[src/rtl/mem_ctrl_pkg.sv]
// rtl/mem_ctrl_pkg.sv - shared types for the memory request controller
package mem_ctrl_pkg;

    localparam int STATE_BITS = 2;

    typedef enum logic [STATE_BITS-1:0] {
        IDLE       = 2'd0,
        READ_WAIT  = 2'd1,
        WRITE_WAIT = 2'd2,
        RELAY      = 2'd3
    } channel_state_t;

endpackage

[src/rtl/mem_ctrl_channel.sv]
// rtl/mem_ctrl_channel.sv - one memory channel: request FSM, registered memory-side outputs
// and the response held for the owning consumer until it drops its valid.
module mem_ctrl_channel
    import mem_ctrl_pkg::*;
#(
    parameter int ADDR_BITS  = 8,
    parameter int DATA_BITS  = 8,
    parameter int OWNER_BITS = 2
) (
    input  logic                  clk,
    input  logic                  reset,
    input  logic                  grant,
    input  logic                  grant_read,
    input  logic [OWNER_BITS-1:0] grant_owner,
    input  logic [ADDR_BITS-1:0]  grant_read_address,
    input  logic [ADDR_BITS-1:0]  grant_write_address,
    input  logic [DATA_BITS-1:0]  grant_write_data,
    input  logic                  owner_read_valid,
    input  logic                  owner_write_valid,
    input  logic                  mem_read_ready,
    input  logic                  mem_write_ready,
    input  logic [DATA_BITS-1:0]  mem_read_data,
    output logic                  idle,
    output logic [OWNER_BITS-1:0] owner,
    output logic                  mem_read_valid,
    output logic [ADDR_BITS-1:0]  mem_read_address,
    output logic                  mem_write_valid,
    output logic [ADDR_BITS-1:0]  mem_write_address,
    output logic [DATA_BITS-1:0]  mem_write_data,
    output logic                  resp_read_ready,
    output logic                  resp_write_ready,
    output logic [DATA_BITS-1:0]  resp_read_data,
    output logic                  release_claim
);

    channel_state_t        state_q, state_d;
    logic [OWNER_BITS-1:0] owner_q, owner_d;
    logic                  mem_read_valid_q, mem_read_valid_d;
    logic [ADDR_BITS-1:0]  mem_read_address_q, mem_read_address_d;
    logic                  mem_write_valid_q, mem_write_valid_d;
    logic [ADDR_BITS-1:0]  mem_write_address_q, mem_write_address_d;
    logic [DATA_BITS-1:0]  mem_write_data_q, mem_write_data_d;
    logic                  resp_read_ready_q, resp_read_ready_d;
    logic                  resp_write_ready_q, resp_write_ready_d;
    logic [DATA_BITS-1:0]  resp_read_data_q, resp_read_data_d;

    always_ff @(posedge clk) begin
        if (reset) begin
            state_q             <= IDLE;
            owner_q             <= '0;
            mem_read_valid_q    <= 1'b0;
            mem_read_address_q  <= '0;
            mem_write_valid_q   <= 1'b0;
            mem_write_address_q <= '0;
            mem_write_data_q    <= '0;
            resp_read_ready_q   <= 1'b0;
            resp_write_ready_q  <= 1'b0;
            resp_read_data_q    <= '0;
        end else begin
            state_q             <= state_d;
            owner_q             <= owner_d;
            mem_read_valid_q    <= mem_read_valid_d;
            mem_read_address_q  <= mem_read_address_d;
            mem_write_valid_q   <= mem_write_valid_d;
            mem_write_address_q <= mem_write_address_d;
            mem_write_data_q    <= mem_write_data_d;
            resp_read_ready_q   <= resp_read_ready_d;
            resp_write_ready_q  <= resp_write_ready_d;
            resp_read_data_q    <= resp_read_data_d;
        end
    end

    always_comb begin
        state_d             = state_q;
        owner_d             = owner_q;
        mem_read_valid_d    = mem_read_valid_q;
        mem_read_address_d  = mem_read_address_q;
        mem_write_valid_d   = mem_write_valid_q;
        mem_write_address_d = mem_write_address_q;
        mem_write_data_d    = mem_write_data_q;
        resp_read_ready_d   = resp_read_ready_q;
        resp_write_ready_d  = resp_write_ready_q;
        resp_read_data_d    = resp_read_data_q;
        release_claim       = 1'b0;
        case (state_q)
            IDLE: begin
                if (grant) begin
                    owner_d = grant_owner;
                    if (grant_read) begin
                        mem_read_valid_d   = 1'b1;
                        mem_read_address_d = grant_read_address;
                        state_d            = READ_WAIT;
                    end else begin
                        mem_write_valid_d   = 1'b1;
                        mem_write_address_d = grant_write_address;
                        mem_write_data_d    = grant_write_data;
                        state_d             = WRITE_WAIT;
                    end
                end
            end
            READ_WAIT: begin
                if (mem_read_ready) begin
                    mem_read_valid_d  = 1'b0;
                    resp_read_data_d  = mem_read_data;
                    resp_read_ready_d = 1'b1;
                    state_d           = RELAY;
                end
            end
            WRITE_WAIT: begin
                if (mem_write_ready) begin
                    mem_write_valid_d  = 1'b0;
                    resp_write_ready_d = 1'b1;
                    state_d            = RELAY;
                end
            end
            RELAY: begin
                // Only the valid matching the completed operation ends the relay.
                if ((resp_read_ready_q && !owner_read_valid) ||
                    (resp_write_ready_q && !owner_write_valid)) begin
                    resp_read_ready_d  = 1'b0;
                    resp_write_ready_d = 1'b0;
                    release_claim      = 1'b1;
                    state_d            = IDLE;
                end
            end
            default: state_d = IDLE;
        endcase
    end

    assign idle              = (state_q == IDLE);
    assign owner             = owner_q;
    assign mem_read_valid    = mem_read_valid_q;
    assign mem_read_address  = mem_read_address_q;
    assign mem_write_valid   = mem_write_valid_q;
    assign mem_write_address = mem_write_address_q;
    assign mem_write_data    = mem_write_data_q;
    assign resp_read_ready   = resp_read_ready_q;
    assign resp_write_ready  = resp_write_ready_q;
    assign resp_read_data    = resp_read_data_q;

endmodule

[src/rtl/mem_request_controller.sv]
// rtl/mem_request_controller.sv - grants free memory channels to LSU requests and relays results.
// MEM_CTRL_ROUND_ROBIN_EN selects a rotating consumer priority instead of lowest-index-first.
module mem_request_controller
    import mem_ctrl_pkg::*;
#(
    parameter int NUM_CONSUMERS = 4,
    parameter int NUM_CHANNELS  = 2,
    parameter int ADDR_BITS     = 8,
    parameter int DATA_BITS     = 8
) (
    input  logic                               clk,
    input  logic                               reset,
    input  logic [NUM_CONSUMERS-1:0]           consumer_read_valid,
    input  logic [NUM_CONSUMERS*ADDR_BITS-1:0] consumer_read_address,
    output logic [NUM_CONSUMERS-1:0]           consumer_read_ready,
    output logic [NUM_CONSUMERS*DATA_BITS-1:0] consumer_read_data,
    input  logic [NUM_CONSUMERS-1:0]           consumer_write_valid,
    input  logic [NUM_CONSUMERS*ADDR_BITS-1:0] consumer_write_address,
    input  logic [NUM_CONSUMERS*DATA_BITS-1:0] consumer_write_data,
    output logic [NUM_CONSUMERS-1:0]           consumer_write_ready,
    output logic [NUM_CHANNELS-1:0]            mem_read_valid,
    output logic [NUM_CHANNELS*ADDR_BITS-1:0]  mem_read_address,
    input  logic [NUM_CHANNELS-1:0]            mem_read_ready,
    input  logic [NUM_CHANNELS*DATA_BITS-1:0]  mem_read_data,
    output logic [NUM_CHANNELS-1:0]            mem_write_valid,
    output logic [NUM_CHANNELS*ADDR_BITS-1:0]  mem_write_address,
    output logic [NUM_CHANNELS*DATA_BITS-1:0]  mem_write_data,
    input  logic [NUM_CHANNELS-1:0]            mem_write_ready
);

    localparam int OWNER_BITS = (NUM_CONSUMERS > 1) ? $clog2(NUM_CONSUMERS) : 1;

    logic [NUM_CONSUMERS-1:0] claim_q, claim_d;
    logic [NUM_CHANNELS-1:0]  ch_idle, ch_grant, ch_grant_read, ch_release;
    logic [NUM_CHANNELS-1:0]  ch_resp_read_ready, ch_resp_write_ready;
    logic [OWNER_BITS-1:0]    ch_grant_owner [NUM_CHANNELS];
    logic [OWNER_BITS-1:0]    ch_owner [NUM_CHANNELS];
    logic [DATA_BITS-1:0]     ch_resp_read_data [NUM_CHANNELS];
`ifdef MEM_CTRL_ROUND_ROBIN_EN
    logic [OWNER_BITS-1:0]    rr_ptr_q, rr_ptr_d;
`endif

    always_ff @(posedge clk) begin
        if (reset) begin
            claim_q  <= '0;
`ifdef MEM_CTRL_ROUND_ROBIN_EN
            rr_ptr_q <= '0;
`endif
        end else begin
            claim_q  <= claim_d;
`ifdef MEM_CTRL_ROUND_ROBIN_EN
            rr_ptr_q <= rr_ptr_d;
`endif
        end
    end

    // Channels are visited in ascending order; a consumer taken by a lower channel is skipped.
    // A channel still seeing a trailing memory ready from its last request is not eligible.
    always_comb begin
        logic [NUM_CONSUMERS-1:0] taken;
        logic [NUM_CONSUMERS-1:0] released;
        int start;
        int idx;
        taken    = claim_q;
        released = '0;
        start    = 0;
        idx      = 0;
`ifdef MEM_CTRL_ROUND_ROBIN_EN
        start    = int'(rr_ptr_q);
        rr_ptr_d = rr_ptr_q;
`endif
        for (int c = 0; c < NUM_CHANNELS; c++) begin
            ch_grant[c]       = 1'b0;
            ch_grant_read[c]  = 1'b0;
            ch_grant_owner[c] = '0;
            if (ch_idle[c] && !mem_read_ready[c] && !mem_write_ready[c]) begin
                for (int k = 0; k < NUM_CONSUMERS; k++) begin
                    idx = (start + k) % NUM_CONSUMERS;
                    if (!ch_grant[c] && !taken[idx] &&
                        (consumer_read_valid[idx] || consumer_write_valid[idx])) begin
                        ch_grant[c]       = 1'b1;
                        ch_grant_read[c]  = consumer_read_valid[idx];
                        ch_grant_owner[c] = OWNER_BITS'(idx);
                        taken[idx]        = 1'b1;
`ifdef MEM_CTRL_ROUND_ROBIN_EN
                        rr_ptr_d          = OWNER_BITS'((idx + 1) % NUM_CONSUMERS);
`endif
                    end
                end
            end
            if (ch_release[c]) begin
                released[ch_owner[c]] = 1'b1;
            end
        end
        claim_d = (claim_q & ~released) | (taken & ~claim_q);
    end

    for (genvar c = 0; c < NUM_CHANNELS; c++) begin : g_ch
        mem_ctrl_channel #(
            .ADDR_BITS  (ADDR_BITS),
            .DATA_BITS  (DATA_BITS),
            .OWNER_BITS (OWNER_BITS)
        ) u_channel (
            .clk                 (clk),
            .reset               (reset),
            .grant               (ch_grant[c]),
            .grant_read          (ch_grant_read[c]),
            .grant_owner         (ch_grant_owner[c]),
            .grant_read_address  (consumer_read_address[ch_grant_owner[c]*ADDR_BITS +: ADDR_BITS]),
            .grant_write_address (consumer_write_address[ch_grant_owner[c]*ADDR_BITS +: ADDR_BITS]),
            .grant_write_data    (consumer_write_data[ch_grant_owner[c]*DATA_BITS +: DATA_BITS]),
            .owner_read_valid    (consumer_read_valid[ch_owner[c]]),
            .owner_write_valid   (consumer_write_valid[ch_owner[c]]),
            .mem_read_ready      (mem_read_ready[c]),
            .mem_write_ready     (mem_write_ready[c]),
            .mem_read_data       (mem_read_data[c*DATA_BITS +: DATA_BITS]),
            .idle                (ch_idle[c]),
            .owner               (ch_owner[c]),
            .mem_read_valid      (mem_read_valid[c]),
            .mem_read_address    (mem_read_address[c*ADDR_BITS +: ADDR_BITS]),
            .mem_write_valid     (mem_write_valid[c]),
            .mem_write_address   (mem_write_address[c*ADDR_BITS +: ADDR_BITS]),
            .mem_write_data      (mem_write_data[c*DATA_BITS +: DATA_BITS]),
            .resp_read_ready     (ch_resp_read_ready[c]),
            .resp_write_ready    (ch_resp_write_ready[c]),
            .resp_read_data      (ch_resp_read_data[c]),
            .release_claim       (ch_release[c])
        );
    end

    always_comb begin
        consumer_read_ready  = '0;
        consumer_write_ready = '0;
        consumer_read_data   = '0;
        for (int c = 0; c < NUM_CHANNELS; c++) begin
            if (ch_resp_read_ready[c]) begin
                consumer_read_ready[ch_owner[c]] = 1'b1;
                consumer_read_data[ch_owner[c]*DATA_BITS +: DATA_BITS] = ch_resp_read_data[c];
            end
            if (ch_resp_write_ready[c]) begin
                consumer_write_ready[ch_owner[c]] = 1'b1;
            end
        end
    end

endmodule

[config.mk]
export PLATFORM = sky130hd
export DESIGN_NAME = mem_request_controller
export DESIGN_NICKNAME = d
export VERILOG_FILES = /design/src/rtl/mem_ctrl_pkg.sv /design/src/rtl/mem_ctrl_channel.sv /design/src/rtl/mem_request_controller.sv
export SDC_FILE = /design/constraint.sdc
export NUM_CORES = 1
export LEC_CHECK = 0
export CORE_ASPECT_RATIO = 1.5
export CORE_MARGIN = 3
export CORE_UTILIZATION = 35
export CTS_CLUSTER_DIAMETER = 40
export DETAILED_ROUTE_END_ITERATION = 16
export PLACE_DENSITY_LB_ADDON = 0.12
export SLEW_MARGIN = 20
export SYNTH_ARGS = -nofsm -noshare
export SYNTH_HDL_FRONTEND = slang
export SYNTH_SLANG_ARGS = --single-unit
export TNS_END_PERCENT = 10
[constraint.sdc]
create_clock -name clk -period 3.1 [get_ports clk]
set_input_delay 0.62 -clock clk [delete_from_list [all_inputs] [get_ports clk]]
set_output_delay 0.62 -clock clk [all_outputs]
set_load 0.1 [all_outputs]
* After elaboration in Yosys (flattened, before gate mapping)
Index checks and enable logic that the tools add are counted.
Storage, ports and cells: bits of input ports 126, word-level logic and storage cells 253, output and inout port bits 92, register bits 84
Cells by class: reductions and logical operators 80, add/sub/neg operators 2, shift-type cells 10, mux-type cells 107, bitwise logic cells 11, magnitude comparators 4, equality and inequality tests 18
Operator list (count):
- 32-bit by 6-bit indexed part select with 8-bit output | 6
- 5-bit negator with 34-bit output | 2
- 8-bit by 34-bit variable shift with 32-bit output (first input constant) | 2
- 8-bit by 34-bit indexed part select with 32-bit output | 2
- 1-bit two-way mux | 64
- 32-bit two-way mux | 2
- 32-bit bitwise AND | 1
- 32-bit bitwise mux | 1
- 2-bit two-way mux | 16
- 4-bit two-way mux | 8
- 1-bit logical AND | 24
- 3-bit AND reduction | 8
- 4-bit AND reduction | 6
- 1-bit logical NOT | 22
- 4-bit bitwise OR | 4
- 1-bit case mux with 2 select lines | 8
- 2-bit case mux with 4 select lines | 2
- 2-bit nonzero test | 8
- 2-bit by 1-bit inequality test with 1-bit output (second input constant) | 6
- 2-bit inequality test (second input constant) | 6
- 4-bit bitwise AND | 2
- 1-bit binary-select mux with 2-bit select | 4
- 2-bit equality test (second input constant) | 4
- 4-bit NOT | 2
- other kinds (8) | 22

* Longest topological paths before layout
depth after elaboration 41, mapped depth 11, depth with buffers taken out 8

* Modules after synthesis
Synthesis repeated with hierarchy kept, for this count alone.
Unflattened totals: cell total of the unflattened synthesis 773, area total of the unflattened synthesis 6361.1 sq um
By module, submodules not included:
- mem_ctrl_channel | cells an instance 200, sequential area each 800.8 sq um, area an instance 1614.0 sq um, instances 2
- mem_request_controller | cells an instance 373, sequential area each 80.1 sq um, area an instance 3133.0 sq um, instances 1

* Worst setup path after synthesis
OpenSTA, ideal clock, no wires.
path kind register to output, from register g_ch[0].u_channel.owner_q[0], to output consumer_read_ready[2], buffers on the path 1, data required time 2.480 ns, stages on the path, launching flop included 6, slack -0.446 ns, arrival 2.926 ns, cell sequence dfxtp_1 clkbuf_1 inv_1 ha_1 inv_1 o21ai_0
Between the ends: word-level cells in the longest chain between the ends 7, elaborated cells on any way between the ends 8, classes of those cells order compare (2); mux (4); bitwise (1); reduce/logical (1)
RTL lines:
- start: declaration | RTL line mem_ctrl_channel.sv:37 | logic [OWNER_BITS-1:0] owner_q, owner_d;
- start signal: assignment | RTL line mem_ctrl_channel.sv:61 | owner_q <= owner_d;
- 2-bit by 3-bit < comparator with 1-bit output (not written as such) or 2-bit by 1-bit >= comparator with 1-bit output (tied branches) | RTL line mem_request_controller.sv:137 | consumer_read_ready[ch_owner[c]] = 1'b1;
- 1-bit logical AND (not written as such) | RTL line mem_request_controller.sv:137
- 1-bit two-way mux (not written as such) | RTL line mem_request_controller.sv:137
- 1-bit demux with 2-bit select * | RTL line mem_request_controller.sv:137
- 4-bit two-way mux * | RTL line mem_request_controller.sv:136 | if (ch_resp_read_ready[c]) begin
- 4-bit bitwise OR (no line)
- 4-bit two-way mux * | RTL line mem_request_controller.sv:136
- end: declaration | RTL line mem_request_controller.sv:15 | output logic [NUM_CONSUMERS-1:0] consumer_read_ready,
Mark *: on every way between the ends. The rest lies on a longest branch, timed or not.

* Worst setup path after layout
from register g_ch[0].u_channel.owner_q[1], to output consumer_read_data[18]
Between the ends: word-level cells in the longest chain between the ends 6, elaborated cells on any way between the ends 7, classes of those cells add/sub (1); shift (2); mux (3); bitwise (1)
RTL lines:
- 5-bit negator with 34-bit output * | RTL line mem_request_controller.sv:138 | consumer_read_data[ch_owner[c]*DATA_BITS +: DATA_BITS] = ch_resp_read_data[c];
- 8-bit by 34-bit indexed part select with 32-bit output or 8-bit by 34-bit variable shift with 32-bit output (tied branches) | RTL line mem_request_controller.sv:138
- 32-bit bitwise AND (no line) *
- 32-bit two-way mux * | RTL line mem_request_controller.sv:136
- 32-bit bitwise mux | RTL line mem_request_controller.sv:138
- 32-bit two-way mux * | RTL line mem_request_controller.sv:136
- end: declaration | RTL line mem_request_controller.sv:16 | output logic [NUM_CONSUMERS*DATA_BITS-1:0] consumer_read_data,
Marked as above.

==> flow_metrics.env <==
export IMPL_num_fill_cells=1501
export IMPL_regArea_sq_mm=0.001682
export IMPL_cts_path_max_buffers=2
export IMPL_p_leak_nw=3.422
export IMPL_grt_total_usage_pct=25.68
export IMPL_cts_setup_buffers=0
export IMPL_antenna_cells=0
export IMPL_start_kind="register"
export IMPL_die_w_um=110.6
export IMPL_endpoint_kind="output pin"
export IMPL_netlist_area_sq_mm=0.005744
export IMPL_route_detailed_drc=0
export IMPL_cts_max_level=3
export IMPL_hold_violations=0
export IMPL_drt_iter0_drc=504
export IMPL_core_sq_mm=0.01584
export IMPL_ys_ff_latch=84
export IMPL_routed_wl_um=24030
export IMPL_crit_start="g_ch[0].u_channel.owner[1]"
export IMPL_multiInputGateArea_sq_mm=0.003721
export IMPL_port_buffer_count=217
export IMPL_reg2reg_from="g_ch[0].u_channel.state_q[0]"
export IMPL_finalSetupViolCount=0
export IMPL_power_frac_comb_pct=49.2
export IMPL_final_cell_area_sq_mm=0.008946
export IMPL_fin_crit_sh_pct=95.78
export IMPL_yosysWarnings=0
export IMPL_worstRegToRegCells=9
export IMPL_ys_seq_area_share_pct=29.27
export IMPL_rsz0062_at_grt="false"
export IMPL_vias=6788
export IMPL_post_cts_resized=0
export IMPL_grt_overflow=0
export IMPL_min_path_cells=2
export IMPL_syn_avg_cell_area_sq_um=7.978
export IMPL_place_hpwl_um=18810
export IMPL_r2r_end="g_ch[1].u_channel.mem_write_data[1]"
export IMPL_gp_congestion=0.8764
export IMPL_crit_type="reg -> out"
export IMPL_grt_pass1_vias=6864
export IMPL_grt_max_degree=33
export IMPL_grt_pass1_wl_um=37550
export IMPL_num_rows=56
export IMPL_synth_flop_cell="dfxtp_1"
export IMPL_crit_fanout=8
export IMPL_fin_crit_ps=2969
export IMPL_ys_types=68
export IMPL_area_delta_synth_final_pct=55.74
export IMPL_clockRootBuffer="clkbuf_16"
export IMPL_fin_util_pct=56.49
export IMPL_die_area_sq_mm=0.01802
export IMPL_final_common_cell="clkdlybuf4s50_1"
export IMPL_drt_first_pass_iters=5
export IMPL_avgRoutedWirePerCell_um=20.79
export IMPL_crit_arrival_ps=2350
export IMPL_swShare_pct=44.53
export IMPL_outcome="complete, no violations"
export IMPL_max_freq_mhz=336.8
export IMPL_initial_utilization_pct=36.28
export IMPL_holdPathEnd="g_ch[0].u_channel.mem_read_address[4]"
export IMPL_ctsHoldBuffers=0
export IMPL_fin_nets=1098
export IMPL_tritoncts_num_buffers=9
export IMPL_cts_tree="done"
export IMPL_tns_ps=0
export IMPL_synth_fp_nets=869
export IMPL_ioPinCount=218
export IMPL_power_per_cell_area_mw_per_mm2=559.2
export IMPL_syn_inst=720
export IMPL_rrSetupSlack_ps=260
export IMPL_hp_start="g_ch[0].u_channel.mem_read_address[4]"
export IMPL_critical_path_required_ps=2480
export IMPL_ant_nets=0
export IMPL_place_ws_ps=-49.79
export IMPL_synthArstFlopShare_pct=0
export IMPL_drv_slew=0
export IMPL_antenna_found_initial=0
export IMPL_clock_latency_ps=340
export IMPL_drive_above_1_share_pct=19.94
export IMPL_seqPwrFrac_pct=27.7
export IMPL_synth_edf_count=0
export IMPL_clock_power_share_pct=23.1
export IMPL_netSwitchingPower_mw=2.228
export IMPL_cts_sinks=84
export IMPL_tightestPinTransition_ps=744.6
export IMPL_cap_violations=0
export IMPL_p_total_mw=5.003
export IMPL_die_h_um=162.9
export IMPL_clock_skew_ps=6.734
export IMPL_power_internal_mw=2.775
export IMPL_slew_headroom_pct=50.31
export IMPL_clk_pin_slew_ps=70
export IMPL_placed_area_sq_mm=0.008632
export IMPL_final_cell_mix="clkdlybuf4s50_1 (124), buf_4 (111), nand2_1 (96), dfxtp_1 (84), a21oi_1 (71)"
export IMPL_avgViaCountPerCell=5.872
export IMPL_min_path_type="reg -> reg"
export IMPL_setup_slack_ps=130.8
export IMPL_ir_worst_vdd_mv=0.3566
==> worst max-delay path by stage <==
stage,to,slack [ps],cells after the start
after global placement,g_ch[1].u_channel.mem_write_data[0],-10,8
after global routing,consumer_read_data[21],8,7
final,consumer_read_data[18],130,7
after CTS,consumer_read_data[18],130,7
after detailed placement,g_ch[1].u_channel.mem_write_data[5],-50,6
after floorplan,consumer_read_ready[2],-450,5
==> layout make-up <==
cell class | instances | share of cell area, %
clock buffer | 9 | 2.517
clock inverter | 6 | 0.9930
inverter | 20 | 0.8392
multi-input combinational | 557 | 41.59
sequential | 84 | 18.80
tap | 203 | 2.839
timing repair buffer | 277 | 32.42
==> cell usage after synthesis (4+ instances only) <==
master | n | area [sq um]
inv_1 | 20 | 75.07
a22o_1 | 38 | 332.8
clkbuf_1 | 38 | 142.6
nand2b_1 | 6 | 37.54
a2bb2oi_1 | 14 | 122.6
o22a_1 | 25 | 219.0
nor2b_1 | 4 | 25.02
a32o_1 | 24 | 240.2
mux4_2 | 4 | 90.09
a211oi_1 | 28 | 210.2
o22ai_1 | 9 | 56.30
ha_1 | 23 | 287.8
a21oi_1 | 71 | 355.3
and3_1 | 8 | 50.05
o21bai_1 | 4 | 30.03
o21ai_0 | 12 | 60.06
a31oi_1 | 4 | 25.02
dfxtp_1 | 84 | 1682
a22oi_1 | 11 | 82.58
a211o_1 | 8 | 70.07
nor2_1 | 44 | 165.2
nand2_1 | 96 | 360.4
buf_2 | 9 | 45.04
buf_4 | 7 | 52.55
nand3_1 | 60 | 300.3
==> metrics by stage <==
step	hold slack, ps	std cells
6_report	462.4	1156
4_1_cts	463.8	1156
3_3_place_gp	451.4	1141
3_5_place_dp	454.2	1141
5_1_grt	494.1	1156
2_1_floorplan	441.9	720
==> power by group through the flow <==
stage	sequential, mW	clock (mW)	combinational [mW]
after global placement	1.40	0	2.40
final	1.39	1.15	2.46
after detailed placement	1.41	0	2.45
after floorplan	1.94	0	1.10
after global routing	1.41	1.22	2.61
after CTS	1.39	1.18	2.47
==> state kept, by name (all words and copies together) (netlist names) <==
signal / count
g_ch.u_channel.mem_read_address: 16
g_ch.u_channel.mem_write_address: 16
g_ch.u_channel.mem_write_data: 16
g_ch.u_channel.resp_read_data: 16
claim_q: 4
g_ch.u_channel.owner: 4
g_ch.u_channel.state_q: 4
g_ch.u_channel.mem_read_valid: 2
g_ch.u_channel.mem_write_valid: 2
g_ch.u_channel.resp_read_ready: 2
g_ch.u_channel.resp_write_ready: 2
==> per-layer routing <==
layer	track usage, %	wire length, um	vias to the layer above
met4	12.77	1137	0
met1	27.75	8788	3234
met3	4.535	1466	58
li1	-	-	3184
met2	47.82	12640	312
met5	0	0	-
==> kinds of logic after synthesis <==
| family | Yosys count | share of synthesized area, % |
|---|---|---|
| DFF | 84 | 29.27 |
| adders and majority gates | 25 | 5.358 |
| muxes | 4 | 1.568 |
| and+or+nand+nor | 248 | 20.91 |
| AOI/OAI and AO/OA | 278 | 36.38 |
| xor gates and xnor gates | 2 | 0.3050 |
| buffers and inverters | 79 | 6.208 |
==> worst max-delay path: stages (launching register included) <==
cell	delay, ps
dfxtp_1	400
inv_1	100
ha_1	260
nand3b_1	240
a2111oi_1	390
buf_4	230
a22o_1	200
buf_12	190
No activity file was read; power rests on OpenSTA's default activity.
